File: src/rtl/fifo_rd_pkg.sv
// Shared defaults and helpers for the FIFO-to-stream read engine.
package fifo_rd_pkg;
   localparam int DEF_DATA_W = 128;
   localparam int DEF_RD_LAT = 1;
   localparam int DEF_SKID_D = 3;
   localparam int RD_LAT_MAX = 2;
   localparam int BEAT_W     = 16;

   // Number of reads still in flight, from the zero-padded pending vector.
   function automatic logic [1:0] pend_count(input logic [RD_LAT_MAX-1:0] pend);
      pend_count = {1'b0, pend[0]} + {1'b0, pend[1]};
   endfunction
endpackage

File: src/rtl/fifo_rd_stream_if.sv
// Valid/ready stream carrying beats out of the FIFO read engine.
interface fifo_rd_stream_if #(
   parameter int DATA_W = 128
);
   logic              m_valid;
   logic [DATA_W-1:0] m_data;
   logic              m_ready;

   modport master (output m_valid, output m_data, input m_ready);
   modport slave  (input m_valid, input m_data, output m_ready);
endinterface

File: src/rtl/fifo_rd_skidbuf.sv
// Circular holding buffer that absorbs reads already issued to the FIFO.
module fifo_rd_skidbuf #(
   parameter int  DATA_W = 128,
   parameter int  SKID_D = 3,
   localparam int LVL_W  = $clog2(SKID_D + 1)
) (
   input  logic              clk,
   input  logic              reset,
   input  logic              wr_en,
   input  logic [DATA_W-1:0] wr_data,
   input  logic              rd_en,
   output logic [DATA_W-1:0] rd_data,
   output logic [LVL_W-1:0]  level
);
   localparam int PTR_W = $clog2(SKID_D);

   logic [DATA_W-1:0] mem_q [SKID_D];
   logic [PTR_W-1:0]  wr_ptr_q, wr_ptr_d;
   logic [PTR_W-1:0]  rd_ptr_q, rd_ptr_d;
   logic [LVL_W-1:0]  level_q, level_d;

   function automatic logic [PTR_W-1:0] ptr_inc(input logic [PTR_W-1:0] p);
      ptr_inc = (p == PTR_W'(SKID_D - 1)) ? '0 : p + PTR_W'(1);
   endfunction

   // Next-state pointers and occupancy; a simultaneous write and read keeps level.
   always_comb begin
      wr_ptr_d = wr_ptr_q;
      rd_ptr_d = rd_ptr_q;
      level_d  = level_q;
      if (wr_en) begin
         wr_ptr_d = ptr_inc(wr_ptr_q);
      end else begin
         wr_ptr_d = wr_ptr_q;
      end
      if (rd_en) begin
         rd_ptr_d = ptr_inc(rd_ptr_q);
      end else begin
         rd_ptr_d = rd_ptr_q;
      end
      case ({wr_en, rd_en})
         2'b10:   level_d = level_q + LVL_W'(1);
         2'b01:   level_d = level_q - LVL_W'(1);
         default: level_d = level_q;
      endcase
   end

   // Control state with synchronous active-low reset.
   always_ff @(posedge clk) begin
      if (!reset) begin
         wr_ptr_q <= '0;
         rd_ptr_q <= '0;
         level_q  <= '0;
      end else begin
         wr_ptr_q <= wr_ptr_d;
         rd_ptr_q <= rd_ptr_d;
         level_q  <= level_d;
      end
   end

   // Storage is never reset; level alone decides what is valid.
   always_ff @(posedge clk) begin
      if (wr_en) begin
         mem_q[wr_ptr_q] <= wr_data;
      end
   end

   assign rd_data = mem_q[rd_ptr_q];
   assign level   = level_q;
endmodule

File: src/rtl/fifo_rd_stream.sv
// Issues FIFO reads against buffer credit and presents returned data as a stream.
module fifo_rd_stream
   import fifo_rd_pkg::*;
#(
   parameter int  DATA_W = DEF_DATA_W,
   parameter int  RD_LAT = DEF_RD_LAT,
   parameter int  SKID_D = DEF_SKID_D,
   localparam int LVL_W  = $clog2(SKID_D + 1)
) (
   input  logic              clk,
   input  logic              reset,
   input  logic              i_en,
   input  logic              fifo_empty,
   input  logic              fifo_alm_empty,
   input  logic [DATA_W-1:0] fifo_rddata,
   output logic              fifo_rden,
   fifo_rd_stream_if.master  m_if,
   output logic [LVL_W-1:0]  o_level,
   output logic [BEAT_W-1:0] o_beat_cnt,
   output logic              o_starved
);
   if (RD_LAT < 1 || RD_LAT > RD_LAT_MAX || SKID_D < RD_LAT + 2) begin : g_bad_cfg
      $error("fifo_rd_stream: SKID_D must be at least RD_LAT+2 and RD_LAT must be 1..2");
   end

   logic [RD_LAT-1:0]     pend_q, pend_d;
   logic [RD_LAT_MAX-1:0] pend_pad_s;
   logic [1:0]            pend_cnt_s;
   logic [LVL_W+1:0]      credit_used_s;
   logic [BEAT_W-1:0]     beat_cnt_q, beat_cnt_d;
   logic                  starved_q, starved_d;
   logic [LVL_W-1:0]      level_s;
   logic [DATA_W-1:0]     head_s;
   logic                  rden_s, capture_s, valid_s, pop_s;

   // Credit counts in-flight reads so a capture can never land in a full buffer;
   // m_ready is deliberately kept out of this path.
   always_comb begin
      pend_pad_s = '0;
      pend_pad_s[RD_LAT-1:0] = pend_q;
      pend_cnt_s    = pend_count(pend_pad_s);
      credit_used_s = (LVL_W+2)'(level_s) + (LVL_W+2)'(pend_cnt_s);
      rden_s    = reset && i_en && !fifo_empty && (credit_used_s < (LVL_W+2)'(SKID_D));
      capture_s = pend_q[RD_LAT-1];
      valid_s   = (level_s != '0);
      pop_s     = valid_s && m_if.m_ready;
      pend_d    = RD_LAT'({pend_q, rden_s});
      if (pop_s) begin
         beat_cnt_d = beat_cnt_q + BEAT_W'(1);
      end else begin
         beat_cnt_d = beat_cnt_q;
      end
      starved_d = !valid_s && fifo_alm_empty && i_en;
   end

   // Pending pipeline and counters.
   always_ff @(posedge clk) begin
      if (!reset) begin
         pend_q     <= '0;
         beat_cnt_q <= '0;
         starved_q  <= 1'b0;
      end else begin
         pend_q     <= pend_d;
         beat_cnt_q <= beat_cnt_d;
         starved_q  <= starved_d;
      end
   end

   fifo_rd_skidbuf #(
      .DATA_W (DATA_W),
      .SKID_D (SKID_D)
   ) u_skidbuf (
      .clk     (clk),
      .reset   (reset),
      .wr_en   (capture_s),
      .wr_data (fifo_rddata),
      .rd_en   (pop_s),
      .rd_data (head_s),
      .level   (level_s)
   );

   assign fifo_rden   = rden_s;
   assign m_if.m_valid = valid_s;
   assign m_if.m_data  = head_s;
   assign o_level     = level_s;
   assign o_beat_cnt  = beat_cnt_q;
   assign o_starved   = starved_q;
endmodule

File: src/flat_wrapper.sv
// flat-port wrapper written by rule: the top's interface ports become plain ports
module fifo_rd_stream_flat import fifo_rd_pkg::*;
#(
   parameter int  DATA_W = DEF_DATA_W,
   parameter int  RD_LAT = DEF_RD_LAT,
   parameter int  SKID_D = DEF_SKID_D,
   localparam int LVL_W  = $clog2(SKID_D + 1)
)
  (clk, reset, i_en, fifo_empty, fifo_alm_empty, fifo_rddata, fifo_rden, o_level, o_beat_cnt, o_starved, m_if_m_valid, m_if_m_data, m_if_m_ready);
  fifo_rd_stream_if #(.DATA_W(DATA_W)) m_if_i ();
  input  logic clk;
  input  logic reset;
  input  logic i_en;
  input  logic fifo_empty;
  input  logic fifo_alm_empty;
  input  logic [DATA_W-1:0] fifo_rddata;
  output logic fifo_rden;
  output logic [LVL_W-1:0] o_level;
  output logic [BEAT_W-1:0] o_beat_cnt;
  output logic o_starved;
  output wire logic [$bits(m_if_i.m_valid)-1:0] m_if_m_valid;
  output wire logic [$bits(m_if_i.m_data)-1:0] m_if_m_data;
  input wire logic [$bits(m_if_i.m_ready)-1:0] m_if_m_ready;
  assign m_if_m_valid = m_if_i.m_valid;
  assign m_if_m_data = m_if_i.m_data;
  assign m_if_i.m_ready = m_if_m_ready;
  fifo_rd_stream #(.DATA_W(DATA_W), .RD_LAT(RD_LAT), .SKID_D(SKID_D)) u_core (.clk(clk), .reset(reset), .i_en(i_en), .fifo_empty(fifo_empty), .fifo_alm_empty(fifo_alm_empty), .fifo_rddata(fifo_rddata), .fifo_rden(fifo_rden), .m_if(m_if_i), .o_level(o_level), .o_beat_cnt(o_beat_cnt), .o_starved(o_starved));
endmodule
File: config.mk
export PLATFORM = sky130hd
export DESIGN_NAME = fifo_rd_stream_flat
export DESIGN_NICKNAME = d
export VERILOG_FILES = /design/src/rtl/fifo_rd_pkg.sv /design/src/rtl/fifo_rd_stream_if.sv /design/src/rtl/fifo_rd_skidbuf.sv /design/src/rtl/fifo_rd_stream.sv /design/src/flat_wrapper.sv
export SDC_FILE = /design/constraint.sdc
export NUM_CORES = 1
export LEC_CHECK = 0
export ABC_AREA = 1
export BUFFER_PORTS_ARGS = -buffer_cell sky130_fd_sc_hd__clkbuf_2
export CORE_ASPECT_RATIO = 2
export CORE_MARGIN = 3
export CORE_UTILIZATION = 40
export CTS_CLUSTER_DIAMETER = 50
export CTS_CLUSTER_SIZE = 8
export DETAILED_ROUTE_END_ITERATION = 10
export GPL_ROUTABILITY_DRIVEN = 0
export PLACE_DENSITY = 0.59
export SYNTH_ARGS = -nofsm -noshare
export SYNTH_HDL_FRONTEND = slang
export SYNTH_SLANG_ARGS = --single-unit
File: constraint.sdc
create_clock -name clk -period 10.7 [get_ports clk]
set_clock_uncertainty 0.15 [all_clocks]
set_input_delay 1.605 -clock clk [delete_from_list [all_inputs] [get_ports clk]]
set_output_delay 1.605 -clock clk [all_outputs]
set_load 0.03 [all_outputs]
# After elaboration in Yosys (flattened, before gate mapping)
# Memory sizes are Yosys's and may differ from the RTL's. A register that Yosys moved wholly into a read port is not among the register bits.
# Cells that the tools add are included.
classes:
  eq_ne: 4
  reduce_logical: 10
  addsub: 6
  mux: 7
  n_lt_le_gt_ge: 1
ops:
  columns: ["cell", "count"]
  rows:
  - ["$add 16x1->16 const B", 1]
  - ["$mux 2", 4]
  - ["$add 2x1->2 const B", 3]
  - ["$eq 2x2->1 const B", 3]
  - ["$logic_and 1x1->1", 6]
  - ["$lt 4x2->1 const B", 1]
  - ["$pmux 2 s2", 1]
  - ["$reduce_bool 2->1", 2]
  - ["$add 2x1->3", 1]
  - ["$eq 2x1->1 const B", 1]
  - ["$logic_not 1->1", 2]
  - ["$mux 1", 2]
  - ["$sub 2x1->2 const B", 1]
word_totals:
  ram_bits: 384
  ff_bits: 24
  in_bits: 134
  n_memories: 1
  out_inout_bits: 149
  word_cells: 35
mem_list:
  columns: ["name", "depth", "word_bits", "rd", "rd_clocked_by_memory_dff", "write_ports", "line", "source"]
  rows:
  - ["u_core.u_skidbuf.mem_q", 3, 128, 1, 1, 1, "fifo_rd_skidbuf.sv:17", "logic [DATA_W-1:0] mem_q [SKID_D];"]

# Depth between registers and ports, before layout
depth:
  depth_word: 4
  mapped_depth: 9
  ltp_nobuf: 9

# Cells and area by module
# Synthesis repeated with hierarchy kept, for this count alone.
hier_totals:
  cells_unflattened: 1133
  hier_area_um2: 15437.3
by_module_without_submodules:
  columns: ["mod", "cells_per_inst", "instances", "area_each_um2"]
  rows:
  - ["fifo_rd_skidbuf", 996, 1, 14480.1]
  - ["fifo_rd_stream", 137, 1, 957.2]

# Worst setup path after synthesis
# OpenSTA, ideal clock, no wires.
synth_path:
  path_kind: "reg-to-reg"
  from: "register u_core.pend_q (netlist: u_core.capture_s)"
  to: "memory u_core.u_skidbuf.mem_q[0][0] (enable)"
  path_buffers: 0
  t_arrival_ns: 9.103
  required_time_ns: 9.774
  synth_period_minus_slack_ns: 10.028
  setup_slack_ns: 0.672
  path_stages_with_launch: 3
  cell_sequence: "dfxtp_1 -> inv_1 -> nor3_1"
synth_via:
  elab_chain_len: 2
synth_rtl:
  columns: ["item", "line", "source"]
  rows:
  - ["from (decl)", "fifo_rd_stream.sv:26", "logic [RD_LAT-1:0] pend_q, pend_d;"]
  - ["from (signal assigned)", "fifo_rd_stream.sv:63", "pend_q <= pend_d;"]
  - ["$mux 1", "fifo_rd_skidbuf.sv:63", "if (wr_en) begin"]
  - ["$mux 1 (not written as such)", "fifo_rd_skidbuf.sv:64", "mem_q[wr_ptr_q] <= wr_data;"]
  - ["to (decl)", "fifo_rd_skidbuf.sv:17", null]
# Every way passes these cells.

==> out/qor.yml <==
hpwl_um: 23200
syn_area_um2: 15300
postCtsHoldBufs: 0
ctsResizeCount: 0
maxSlewHeadroom_pct: 29.4
tritoncts: "yes"
synthDistinctLibCells: 30
leakage_nw: 7.04
p_clk_share_pct: 40.1
setup_viol: 0
grt_max_degree: 85
totalPowerFinal_mw: 3.93
wl_um: 38500
layout_commonest_cell: "edfxtp_1"
viasPerCell: 5.22
vias: 9943
drt_iter0_markers: 395
hold_violations: 0
cts_sinks: 410
use_met3_pct: 4.52
drtPass1Iterations: 5
power_density_nw_per_um2: 210
ys_seq_area_share_pct: 78.7
critPathCaptureType: "output pin"
netSwitchingFraction_pct: 26.6
use_met2_pct: 33.3
cts_setup_buffers: 0
cp_max_fo: 74
cap_violations: 0
fp-row-count: 100
path_class: "reg2out"
io-pin-count: 283
numCtsBuffers: 57
hp-class: "reg2reg"
port_buffers: 282
clk_latency_ns: 0.56
first_global_vias: 10200
synth.area.mux_share_pct: 0
antenna_found_initial: 9
dieArea_um2: 40800
synth_xor_area_share_pct: 0.0572
fillers: 3270
synth_nets: 1260
clkTransAtPathRegs_ns: 0.05
cts_buffer_depth: 3
drv_slew: 0
die_h_um: 283
final_util_pct: 49.9
syn_to_final_growth_pct: 22.2
rsz0062_at_grt: "false"
start_util_pct: 40.8
busiest_layer: "met2"
cp.arrival_ns: 3.20
comb_power_share_pct: 14.1
fin_crit_ns: 4.96
grt.total_usage_pct: 18.0
root_buffer: "clkbuf_16"
synth-simple-area-share_pct: 9.02
routedWlPerCell_um: 20.2
grt_first_pass_wirelength_um: 56400
setup-tns-final_ns: 0
synth_seq_cells: 410
ant_nets: 0
syn_inst: 1122
nets: 1556
h-tree-depth: 2
synth_top_family_by_area: "compound AO/OA/AOI/OAI gates"
regArea_um2: 12100
synth-compound-area-share_pct: 9.46
ir_drop_v: 0.000127
critPathRequiredTime_ns: 8.95
pwr-share-seq_pct: 45.8
final_cell_mix: "edfxtp_1 (384), clkbuf_2 (282), a21oi_1 (267)"
die_w_um: 144
p_int_mw: 2.89
grt.overflow.total: 0
ys_warn_count: 0
p_switching_mw: 1.05
synthAdderAreaFrac_pct: 0.327
route.detailed.drc: 0
outcome: "complete, no violations"
drive_gt1_share_pct: 26.2
avgSynthCellArea_um2: 13.7
grt_util_met1_pct: 19.1
multiInputGateArea_um2: 2900
core_um2: 37500
tightestPinTransition_ns: 1.06
critPathLaunchType: "flop"
max_freq_mhz: 202
final.period_utilization_pct: 46.3
## cell families (layout without fill, tap and decap cells)
family,count (synthesis),after routing
AO/OA/AOI/OAI,284,284
XOR/XNOR,1,1
adder cells (fa/ha/maj),4,4
buffers and inverters,83,403
flip-flops,410,410
other,0,5
AND/OR/NAND/NOR,340,340
## per-stage QoR
stage	area, um^2	hold slack [ns]	std cells	setup WS (ns)
final	18700	0.346	1906	5.74
after global routing	18700	0.379	1906	5.47
after global placement	17100	0.327	1818	6.25
after detailed placement	17100	0.341	1818	6.23
after CTS	18700	0.350	1901	5.61
after floorplan	15300	0.308	1122	0.672
## layout make-up
| type | count | area share, % |
|---|---|---|
| sequential | 410 | 64.4 |
| multi-input combinational | 629 | 15.5 |
| clock buffer | 79 | 8.06 |
| timing repair buffer | 294 | 8.02 |
| tap | 459 | 3.07 |
| inverter | 26 | 0.575 |
| clock inverter | 4 | 0.267 |
| antenna | 5 | 0.0669 |
## worst paths after layout
check / slack [ns] / end / startpoint / cells past startpoint
max: 5.74 / m_if_m_data[35] / flop / 5
max reg2reg: 8.02 / u_core.u_skidbuf.mem_q[0][49]$_DFFE_PP_ / u_core.capture_s$_SDFF_PN0_ / 4
min: 0.35 / flop / u_core.u_skidbuf.rd_ptr_q[1]$_SDFFE_PN0N_ / 2
min reg2reg: 0.35 / flop / u_core.u_skidbuf.rd_ptr_q[1]$_SDFFE_PN0N_ / 2
## routing by layer
metal  share of wire, %  wire length [um]
met4                3.4              1330
met2                 54             20600
met1                 36             13800
met3                6.8              2630
met5               0.14                54
## power by group through the flow
stage | logic [mW] | clock network, mW | registers, mW
floorplan | 0.367 | 0 | 1.83
global placement | 0.558 | 0 | 1.83
detailed placement | 0.563 | 0 | 1.83
CTS | 0.564 | 1.62 | 1.80
global route | 0.598 | 1.68 | 1.80
finish | 0.556 | 1.58 | 1.80
## Yosys cell counts
library cell | count | area [um^2]
a2111oi_0 | 2 | 17.5
nor3_1 | 4 | 20.0
nor2_4 | 4 | 45.0
a211oi_1 | 1 | 7.51
nor3b_1 | 1 | 7.51
nand2_4 | 2 | 22.5
clkinv_1 | 1 | 3.75
dfxtp_1 | 26 | 521
ha_1 | 4 | 50.1
clkbuf_1 | 4 | 15.0
nor2_1 | 153 | 574
o21ai_0 | 9 | 45.0
o21a_1 | 1 | 7.51
nand4_1 | 2 | 12.5
nand2_1 | 160 | 601
nand3_2 | 1 | 10.0
buf_2 | 53 | 265
o21bai_1 | 1 | 7.51
edfxtp_1 | 384 | 11500
nand3_1 | 8 | 40.0
a21oi_1 | 267 | 1340
a21oi_2 | 1 | 8.76
o21ai_2 | 1 | 8.76
xor2_1 | 1 | 8.76
inv_2 | 2 | 7.51
nand4_2 | 1 | 12.5
nand3_4 | 1 | 17.5
o211a_1 | 1 | 10.0
nor2_2 | 3 | 18.8
inv_1 | 23 | 86.3
## worst max-delay path, cell delays in order, from the launching register on
cell and delay (ns):
dfxtp_4 0.55, inv_4 0.59, buf_4 0.80, nand2_1 0.13, a21oi_1 0.22, clkbuf_2 0.24
## flip-flops by register name, indices dropped and copies added, names as in the netlist, named ones only
signal,count
u_core.capture_s,1
u_core.o_beat_cnt,16
u_core.o_starved,1
u_core.u_skidbuf.level,2
u_core.u_skidbuf.mem_q,384
u_core.u_skidbuf.rd_ptr_q,2
u_core.u_skidbuf.wr_ptr_q,2
No activity file was read; power rests on OpenSTA's default activity.
